**src/rtl/sipo_right_rx.sv**
```systemverilog
// LSB-first serial-in parallel-out receiver with a one-word valid/ready output buffer.
// Optional trailing even-parity bit when SIPO_PARITY_EN is defined.
module sipo_right_rx #(
    parameter int OUTPUT_WIDTH = 8
) (
    input  logic                    clk,
    input  logic                    rst_n,
    input  logic                    serial_in,
    input  logic                    shift_en,
    input  logic                    sync,
    output logic [OUTPUT_WIDTH-1:0] data_out,
    output logic                    data_valid,
    input  logic                    data_ready,
    output logic                    busy,
    output logic                    overflow,
`ifdef SIPO_PARITY_EN
    output logic                    parity_err,
`endif
    input  logic                    clr_ovf
);

    localparam int W = OUTPUT_WIDTH;
`ifdef SIPO_PARITY_EN
    localparam int FRAME_LEN = W + 1;
`else
    localparam int FRAME_LEN = W;
`endif
    localparam int CW = $clog2(W + 2);
    localparam logic [CW-1:0] LAST = CW'(FRAME_LEN - 1);

`ifdef SIPO_PARITY_EN
    typedef enum logic [1:0] {IDLE, SHIFT, PAR} state_t;
`else
    typedef enum logic [1:0] {IDLE, SHIFT} state_t;
`endif

    state_t          state, state_n;
    logic [W-1:0]    shreg, shreg_n;
    logic [CW-1:0]   bit_cnt, cnt_n;
    logic [W-1:0]    dout_n, word;
    logic            valid_n, ovf_n, done, busy_n;
    logic            perr, perr_n, perr_word;

    always_ff @(posedge clk or negedge rst_n) begin
        if (!rst_n) begin
            state      <= IDLE;
            shreg      <= '0;
            bit_cnt    <= '0;
            data_out   <= '0;
            data_valid <= 1'b0;
            overflow   <= 1'b0;
            busy       <= 1'b0;
            perr       <= 1'b0;
        end else begin
            state      <= state_n;
            shreg      <= shreg_n;
            bit_cnt    <= cnt_n;
            data_out   <= dout_n;
            data_valid <= valid_n;
            overflow   <= ovf_n;
            busy       <= busy_n;
            perr       <= perr_n;
        end
    end

    always_comb begin
        shreg_n   = shreg;
        cnt_n     = bit_cnt;
        dout_n    = data_out;
        valid_n   = data_valid;
        ovf_n     = overflow;
        perr_n    = perr;
        done      = 1'b0;
        word      = shreg;
        perr_word = 1'b0;

        if (clr_ovf)
            ovf_n = 1'b0;
        if (data_valid && data_ready)
            valid_n = 1'b0;

        if (sync) begin
            // A sampled bit on the restart edge opens the new frame.
            shreg_n = '0;
            cnt_n   = '0;
            if (shift_en) begin
                shreg_n = {serial_in, {(W-1){1'b0}}};
                cnt_n   = CW'(1);
            end
        end else if (shift_en) begin
            unique case (state)
                IDLE, SHIFT: begin
                    shreg_n = {serial_in, shreg[W-1:1]};
                    if (bit_cnt == LAST) begin
                        done  = 1'b1;
                        cnt_n = '0;
                        word  = shreg_n;
                    end else begin
                        cnt_n = bit_cnt + 1'b1;
                    end
                end
`ifdef SIPO_PARITY_EN
                PAR: begin
                    done      = 1'b1;
                    cnt_n     = '0;
                    word      = shreg;
                    perr_word = ^{serial_in, shreg};
                end
`endif
                default: ;
            endcase
        end

        if (done) begin
            if (!data_valid || data_ready) begin
                dout_n  = word;
                valid_n = 1'b1;
                perr_n  = perr_word;
            end else begin
                ovf_n = 1'b1;
            end
        end

        busy_n = (cnt_n != '0);

        if (cnt_n == '0)
            state_n = IDLE;
`ifdef SIPO_PARITY_EN
        else if (cnt_n == CW'(W))
            state_n = PAR;
`endif
        else
            state_n = SHIFT;
    end

`ifdef SIPO_PARITY_EN
    assign parity_err = perr;
`endif

endmodule

```
**config.mk**
```make
export PLATFORM = sky130hd
export DESIGN_NAME = sipo_right_rx
export DESIGN_NICKNAME = d
export VERILOG_FILES = /design/src/rtl/sipo_right_rx.sv
export SDC_FILE = /design/constraint.sdc
export NUM_CORES = 1
export LEC_CHECK = 0
export ABC_AREA = 0
export BUFFER_PORTS_ARGS = -buffer_cell sky130_fd_sc_hd__buf_2
export CAP_MARGIN = 20
export CORE_ASPECT_RATIO = 0.6
export CORE_MARGIN = 5
export CORE_UTILIZATION = 38
export DETAILED_ROUTE_END_ITERATION = 16
export PLACE_DENSITY = 0.69
export SYNTH_ARGS = -nofsm -noshare
export SYNTH_HDL_FRONTEND = slang
export SYNTH_SLANG_ARGS = --single-unit
```
**constraint.sdc**
```tcl
create_clock -name clk -period 2.57 [get_ports clk]
set_clock_uncertainty 0.15 [all_clocks]
set_input_delay 0.3855 -clock clk [delete_from_list [all_inputs] [get_ports clk]]
set_output_delay 0.3855 -clock clk [all_outputs]
set_load 0.02 [all_outputs]
```
**Word-level counts from Yosys, hierarchy flattened**

Index checks and enable logic that the tools add are counted.

- Word-level logic and storage cells: 45
- Register bits after elaboration: 25

- Add/subtract/negate cells: 1
- Reduce and logical (&&, ||, !) cells: 11
- Multiplexer cells: 24
- Equal/unequal tests: 2

Operator list:

| kind | count |
|---|---|
| $mux 8 | 8 |
| $mux 4 | 4 |
| $mux 1 | 12 |
| $add 4x1->4 const B | 1 |
| $eq 4x3->1 const B | 1 |
| $logic_not 4->1 | 1 |
| $reduce_and 2->1 | 2 |
| $reduce_bool 2->1 | 2 |
| $reduce_bool 4->1 | 1 |
| $eq 2x1->1 const B | 1 |
| $logic_not 2->1 | 1 |
| $reduce_or 2->1 | 1 |
| $logic_and 1x1->1 | 1 |
| $logic_not 1->1 | 1 |
| $logic_or 1x1->1 | 1 |

**Longest topological paths before layout**

Gate-level depths: netlist (run 1).

- Depth after elaboration: 7
- Depth in mapped cells: 4
- Mapped depth without buffers: 4

**Least setup slack after synthesis (run 1)**

Ideal clock, no wire load.

- Path kind: register to register
- Start: register bit_cnt[1]
- End: register data_out[7]
- Arrival: 1547 ps
- Path slack: 748 ps
- Period minus slack after synthesis: 1822 ps
- Cell stages (with the launch flop): 5
- Cells stage by stage: dfrtp_1 ha_1 nand3b_4 nor4b_4 mux2_2

- Word-level cells in the longest chain between the ends: 6
- Elaborated cells between the ends (all ways): 10
- Classes of those cells: eq/ne (1); mux (8); reduce/logical (1)

Ends and longest elaborated chain:

| what | RTL line | RTL |
|---|---|---|
| start, declared | 39 | `logic [CW-1:0] bit_cnt, cnt_n;` |
| start signal, assigned | 57 | `bit_cnt <= cnt_n;` |
| $eq 4x3->1 * | 94 | `if (bit_cnt == LAST) begin` |
| $mux 1 | 94 |  |
| $mux 1 | 91 | `unique case (state)` |
| $mux 1 | 90 | `end else if (shift_en) begin` |
| $mux 1 | 82 | `if (sync) begin` |
| $reduce_and 2->1 (no source line) | -- |  |
| end signal, assigned | 58 | `data_out <= dout_n;` |
| end, declared | 11 | `output logic [OUTPUT_WIDTH-1:0] data_out,` |

Mark *: on every way between the ends. The rest lies on a longest branch, timed or not.
A chain may end at the register's enable or synchronous reset.

**Final worst setup path (run 1)**

- Start: register bit_cnt[1]
- End: register data_out[5]

The elaborated chain is that of the path after synthesis.

==> summary.txt, run 1 <==
Synth area leaders: dfrtp_1 (55%), mux2_2 (9.1%), mux2i_1 (8.1%), nor2_1 (4.2%), nor4b_4 (2.4%)
Count leader, synth: dfrtp_1
Slowest cell delay on critical path: 0.51 ns
Fmax: 0.495 GHz
1st-iter DRT viols: 72
CTS tree: built
Vias in the first global route: 616
First-pass GRT wire length: 3230 um
Power Total: 0.674 mW
Leak pwr: 0.639 nW
Io pins: 18
Worst Path Required: 2.57 ns
Crit-path cells: ha_1 -> nand3b_4 -> nor4b_4 -> mux2_2
Critical Path End: data_out[5]$_DFFE_PN0P_
Setup TNS: 0 ns
Pins over their slew limit: 0
Total grt overflow: 0
NetSw: 0.155 mW
Peak supply drop: 0.221 mV
Post-synthesis net count: 89
Cell row count: 14
Drt pass-1 iters: 4
Mapped Area: 995 um2
Outcome: complete, no violations
Syn Area/Cell: 12.3 um2
Later-pin clock latency in the skew report: 0.26 ns
Seq pwr share: 0.545
Antenna fix cells: 0
Crit Reg-Reg Endpoint: data_out[5]$_DFFE_PN0P_
# setup viols final: 0
Height of the die: 49.6 um
WL/cell: 13.3 um
Clock Sinks: 22
HP Class: in2reg
Nets@finish: 107
Cells after synthesis: 81
Design area: 1150 um2
Cell Area, Placed: 1090 um2
Final Util: 0.461
Sw Share: 0.230
Core Footprint: 2500 um2
Tot GR Track Use: 0.108
Clock Path Buffers: 2
Pin count of the biggest net entering global routing: 23
RSZ-0062 raised after global routing: no
PostCTS Resize Cnt: 0
Number of synthesized flops with an enable pin: 0
Post-DRT Antenna Nets: 0
Initial antenna violation count: 0
Worst Reg-to-Reg Cells: 4
Register area share after synthesis: 0.553
CP max FO: 8
Critical path class: reg2reg
Synth cell types: 28
Seq cells post-synth: 22
Critical Path Source Type: register
Die Area: 3770 um2
R2R setup slack: 0.55 ns
Comb pwr share: 0.094
Worst hold slack: 0.148 ns
Area delta synth->final: 16.0%
Die W: 76.1 um
Pint: 0.519 mW
Crit. Startpoint: bit_cnt[1]$_DFF_PN0_
Tmin final: 2.02 ns
Relative slew slack: 0.624
Post-DP HPWL: 1230 um
Slowest CP cell: nor4b_4
Vias/cell: 4.83
Yosys warns: 0
Async S/R FF share, synth: 1.00
Final Hold Viols: 0
Worst EP arrival: 2.02 ns
Total CTS buffers: 3
IO Port Bufs: 17
Dominant cell type by area after synthesis: dfrtp_1
Period utilisation layout: 0.787
RD Place Congestion: 0.776
Most used DFF post-synth: dfrtp_1
Root buf cell: clkbuf_8
Worst Setup End Kind: register
Clk pwr share: 0.361
Post-Route WL: 1730 um
Synth top cells by count: dfrtp_1 (22), nor2_1 (11), mux2_2 (8), mux2i_1 (8), nand2_1 (3)
Worst r2r src: bit_cnt[1]$_DFF_PN0_
CTS H-tree lvls: 1
Max_cap viols: 0
Initial Utilization: 0.397
Synth top area share: 0.553
Share of cells above drive strength 1: 0.327
Vias: 628
Slew @ Worst Pin: 0.562 ns
Worst-path clk slew: 0.07 ns
# DRC: 0
Power Dens Cells: 584 nW/um2
[placed cells by master (no fill, tap or decap), drive strengths merged, types with 2 or more instances in the layout]
cell / count
mux2: 8
mux2i: 8
or3: 2
nand2: 3
xor2: 2
dfrtp: 22
a21oi: 2
buf: 17
clkbuf: 4
nand2b: 2
inv: 3
nor2: 11
[per-stage QoR]
stage / cells / setup WS, ns
2_1_floorplan: 81 / 0.748
3_3_place_gp: 125 / 0.543
3_5_place_dp: 125 / 0.502
4_1_cts: 130 / 0.518
5_1_grt: 130 / 0.352
6_report: 130 / 0.548
[metal layers]
metal | wire length, um | GRT usage | vias to the layer above
met2 | 767 | 0.143 | 11
met4 | 10 | 0.0262 | 0
met5 | 0 | 0 | -
met3 | 112 | 0.0527 | 3
met1 | 844 | 0.153 | 301
li1 | - | - | 313
[power groups by stage]
stage          sequential [mW]  combinational (mW)  clock, mW
2_1_floorplan            0.376              0.0417          0
5_1_grt                  0.370              0.0722      0.269
6_report                 0.367              0.0631      0.243
3_5_place_dp             0.374              0.0622          0
4_1_cts                  0.368              0.0643      0.251
3_3_place_gp             0.374              0.0610          0
[logic make-up after synthesis]
family	after synthesis	share of synthesized area
AND/OR/NAND/NOR	23	0.138
XOR/XNOR	2	0.0176
multiplexers	16	0.171
flip-flops	22	0.553
AO/OA/AOI/OAI	9	0.0642
adder cells (fa/ha/maj)	1	0.0126
buffers and inverters	8	0.0428
[worst max-delay path, delay by kind of cell, from the launching register on]
family,cells,cell delay (ns)
and+or+nand+nor,2,0.63
DFF,1,0.43
muxes,1,0.40
adders and majority gates,1,0.29
[cell type report]
cell class                      instances  area [um2]
Sequential cell                        22         551
Clock buffer                            4        55.1
Timing Repair Buffer                   18        95.1
Fill cell                             224        1350
Tap cell                               32        40.0
Inverter                                3        11.3
Multi-Input combinational cell         51         402
[worst min path at each step]
stage                        from                      end  slack [ns]  depth (start not counted)
after floorplan             rst_n     bit_cnt[0]$_DFF_PN0_       -0.06                          0
after global placement      rst_n  data_out[0]$_DFFE_PN0P_        0.21                          1
after detailed placement    rst_n  data_out[0]$_DFFE_PN0P_        0.22                          1
after CTS                 clr_ovf       overflow$_DFF_PN0_        0.14                          2
after global routing      clr_ovf       overflow$_DFF_PN0_        0.15                          2
final                     clr_ovf       overflow$_DFF_PN0_        0.15                          2
[what timing repair did]
item / in CTS / in global routing
buffers inserted: 0 / 0
endpoints found under the hold margin: 22 / 0
hold buffers: 1 / 0
[sequential cells by signal, summed over array words and instances, names as in the netlist]
name	count
data_out	8
overflow	1
data_valid	1
bit_cnt	4
shreg	7
busy	1
(Power assumes the default switching activity.)
==> run 2, diff against run 1 <==
Settings changed: PLACE_DENSITY 0.69 to 0.71.
Clock period 2.57 ns to 1.65 ns, I/O delays scaled along.
==> run 2 against run 1 <==
  * The flow now finishes with violations (negative setup slack)
  * Final cell count up 8.5%
  * Hold slack worse by 0.12 ns
  * Die area did not move
  * Sequential cell count did not move
  * Cell area grew 9.5%
  * Power up 59%
  * Critical path type unchanged
  * Highest routed layer is now met3
==> summary.txt, run 2 (synthesis results as in run 1) <==
Worst Reg-to-Reg Cells: 5
Peak supply drop: 0.501 mV
Root buf cell: clkbuf_8
Cell row count: 14
Tot GR Track Use: 0.108
Worst-path clk slew: 0.07 ns
Tmin final: 1.65 ns
Drt pass-1 iters: 4
Worst r2r src: bit_cnt[1]$_DFF_PN0_
Reg with most FFs: data_out
Met1 WL: 942 um
RSZ-0062 raised after global routing: yes
Io pins: 18
HP Class: in2reg
Core Footprint: 2500 um2
Max_cap viols: 0
Total CTS buffers: 3
Slew @ Worst Pin: 0.472 ns
CTS H-tree lvls: 1
Biggest regs: data_out: 8 flops, shreg: 7 flops, bit_cnt: 4 flops
Fmax: 0.605 GHz
CTS tree: built
Initial antenna violation count: 0
Final WS setup: -0.00160 ns
Pin count of the biggest net entering global routing: 23
# setup viols final: 2
Critical Path Source Type: register
RD Place Congestion: 0.810
Period utilisation layout: 1.00
First-pass GRT wire length: 3300 um
Relative slew slack: 0.685
Area delta synth->final: 27.0%
Max reg flops: 8
Power Dens Cells: 848 nW/um2
IO Port Bufs: 17
Met3 Wirelength: 127 um
Die W: 76.1 um
Post-DP HPWL: 1450 um
Post-DRT Antenna Nets: 0
Worst Setup End Kind: register
Final Instance Count excl. Fillers: 141
CP max FO: 2
R2R setup slack: -0.002 ns
Dpl cells: 136
Crit Reg-Reg Endpoint: busy$_DFF_PN0_
Cell Area, Placed: 1180 um2
Commonest non-fill, non-tap cell in the layout: dfrtp_1
Vias in the first global route: 650
Final Hold Viols: 0
Nets@finish: 118
Clock Sinks: 22
Clock Path Buffers: 2
Die Area: 3770 um2
Post-Route WL: 1890 um
WL/cell: 13.4 um
Antenna fix cells: 0
Met2 wire length: 816 um
Outcome: finished, violations left
Worst hold slack: 0.0263 ns
Leak pwr: 0.696 nW
# Post-CTS Setup Buffers: 0
Worst EP arrival: 1.64 ns
Vias/cell: 4.78
Total grt overflow: 0
Later-pin clock latency in the skew report: 0.25 ns
Most frequent cells in the layout: dfrtp_1 (22), buf_2 (17), nor2_1 (11)
DR top layer: met3
Design area: 1260 um2
Initial Utilization: 0.397
Worst Path Required: 1.64 ns
Min-Delay Path Depth: 2
Pins over their slew limit: 0
Share of cells above drive strength 1: 0.422
Failing checks: negative setup slack
Min-delay src: clr_ovf
Critical path class: reg2reg
Vias: 674
Hold worst-path end: overflow$_DFF_PN0_
# DRC: 0
Height of the die: 49.6 um
1st-iter DRT viols: 52
## run 2: cell types whose count changed in the layout (fill, tap and decap cells not counted), sizes merged
cell / before / now
buf: 17 / 28
## run 2: metrics by stage
step           setup slack (ns)   util  TNS [ns]  total power [mW]
5_1_grt                 -0.0897  0.504    -0.723              1.12
3_3_place_gp            -0.0364  0.473    -0.174             0.707
6_report               -0.00160  0.504  -0.00234              1.07
3_5_place_dp            -0.0551  0.473    -0.385             0.711
2_1_floorplan            -0.142      -     -1.14             0.657
4_1_cts                 -0.0143  0.502   -0.0776              1.08
## run 2: how the worst max path moves through the flow
stage / startpoint / to / slack (ns) / cells after the start
after detailed placement: bit_cnt[1]$_DFF_PN0_ / data_out[4]$_DFFE_PN0P_ / -0.06 / 5
final: bit_cnt[1]$_DFF_PN0_ / busy$_DFF_PN0_ / -0.002 / 5
after floorplan: bit_cnt[1]$_DFF_PN0_ / data_out[7]$_DFFE_PN0P_ / -0.14 / 4
after global routing: bit_cnt[0]$_DFF_PN0_ / data_out[5]$_DFFE_PN0P_ / -0.09 / 5
after CTS: bit_cnt[1]$_DFF_PN0_ / data_out[7]$_DFFE_PN0P_ / -0.01 / 5
after global placement: bit_cnt[0]$_DFF_PN0_ / data_out[4]$_DFFE_PN0P_ / -0.04 / 5
## run 2: layer usage
| metal | vias up | GRT usage |
|---|---|---|
| met5 | - | 0 |
| met4 | 0 | 0.00872 |
| met3 | 0 | 0.0491 |
| met2 | 16 | 0.152 |
| met1 | 322 | 0.157 |
| li1 | 336 | - |
## run 2: area by class of cell
type                       instances  area (um2)
inverter                           3        11.3
clock buffer                       4        55.1
tap                               32        40.0
fill                             224        1240
sequential                        22         551
multi-input combinational         51         425
timing repair buffer              29         181
## run 2: report_power, final
group	internal [mW]	switching [mW]	leakage [nW]
clock network	0.212	0.157	0.0288
logic	0.0619	0.0705	0.368
registers	0.556	0.0135	0.298
## run 2: timing repair
| item | 4_1_cts | 5_1_grt |
|---|---|---|
| endpoints found under the setup margin | 9 | 10 |
| hold buffers | 1 | 0 |
| gates resized for setup | 2 | 1 |
| pin swaps | 1 | 1 |
| hold endpoints to repair | 22 | 0 |
## run 2: critical path: stages (launching register included)
cell,delay (ns)
dfrtp_1,0.39
ha_4,0.16
nand3b_4,0.09
buf_4,0.15
or3_4,0.33
a311o_1,0.27
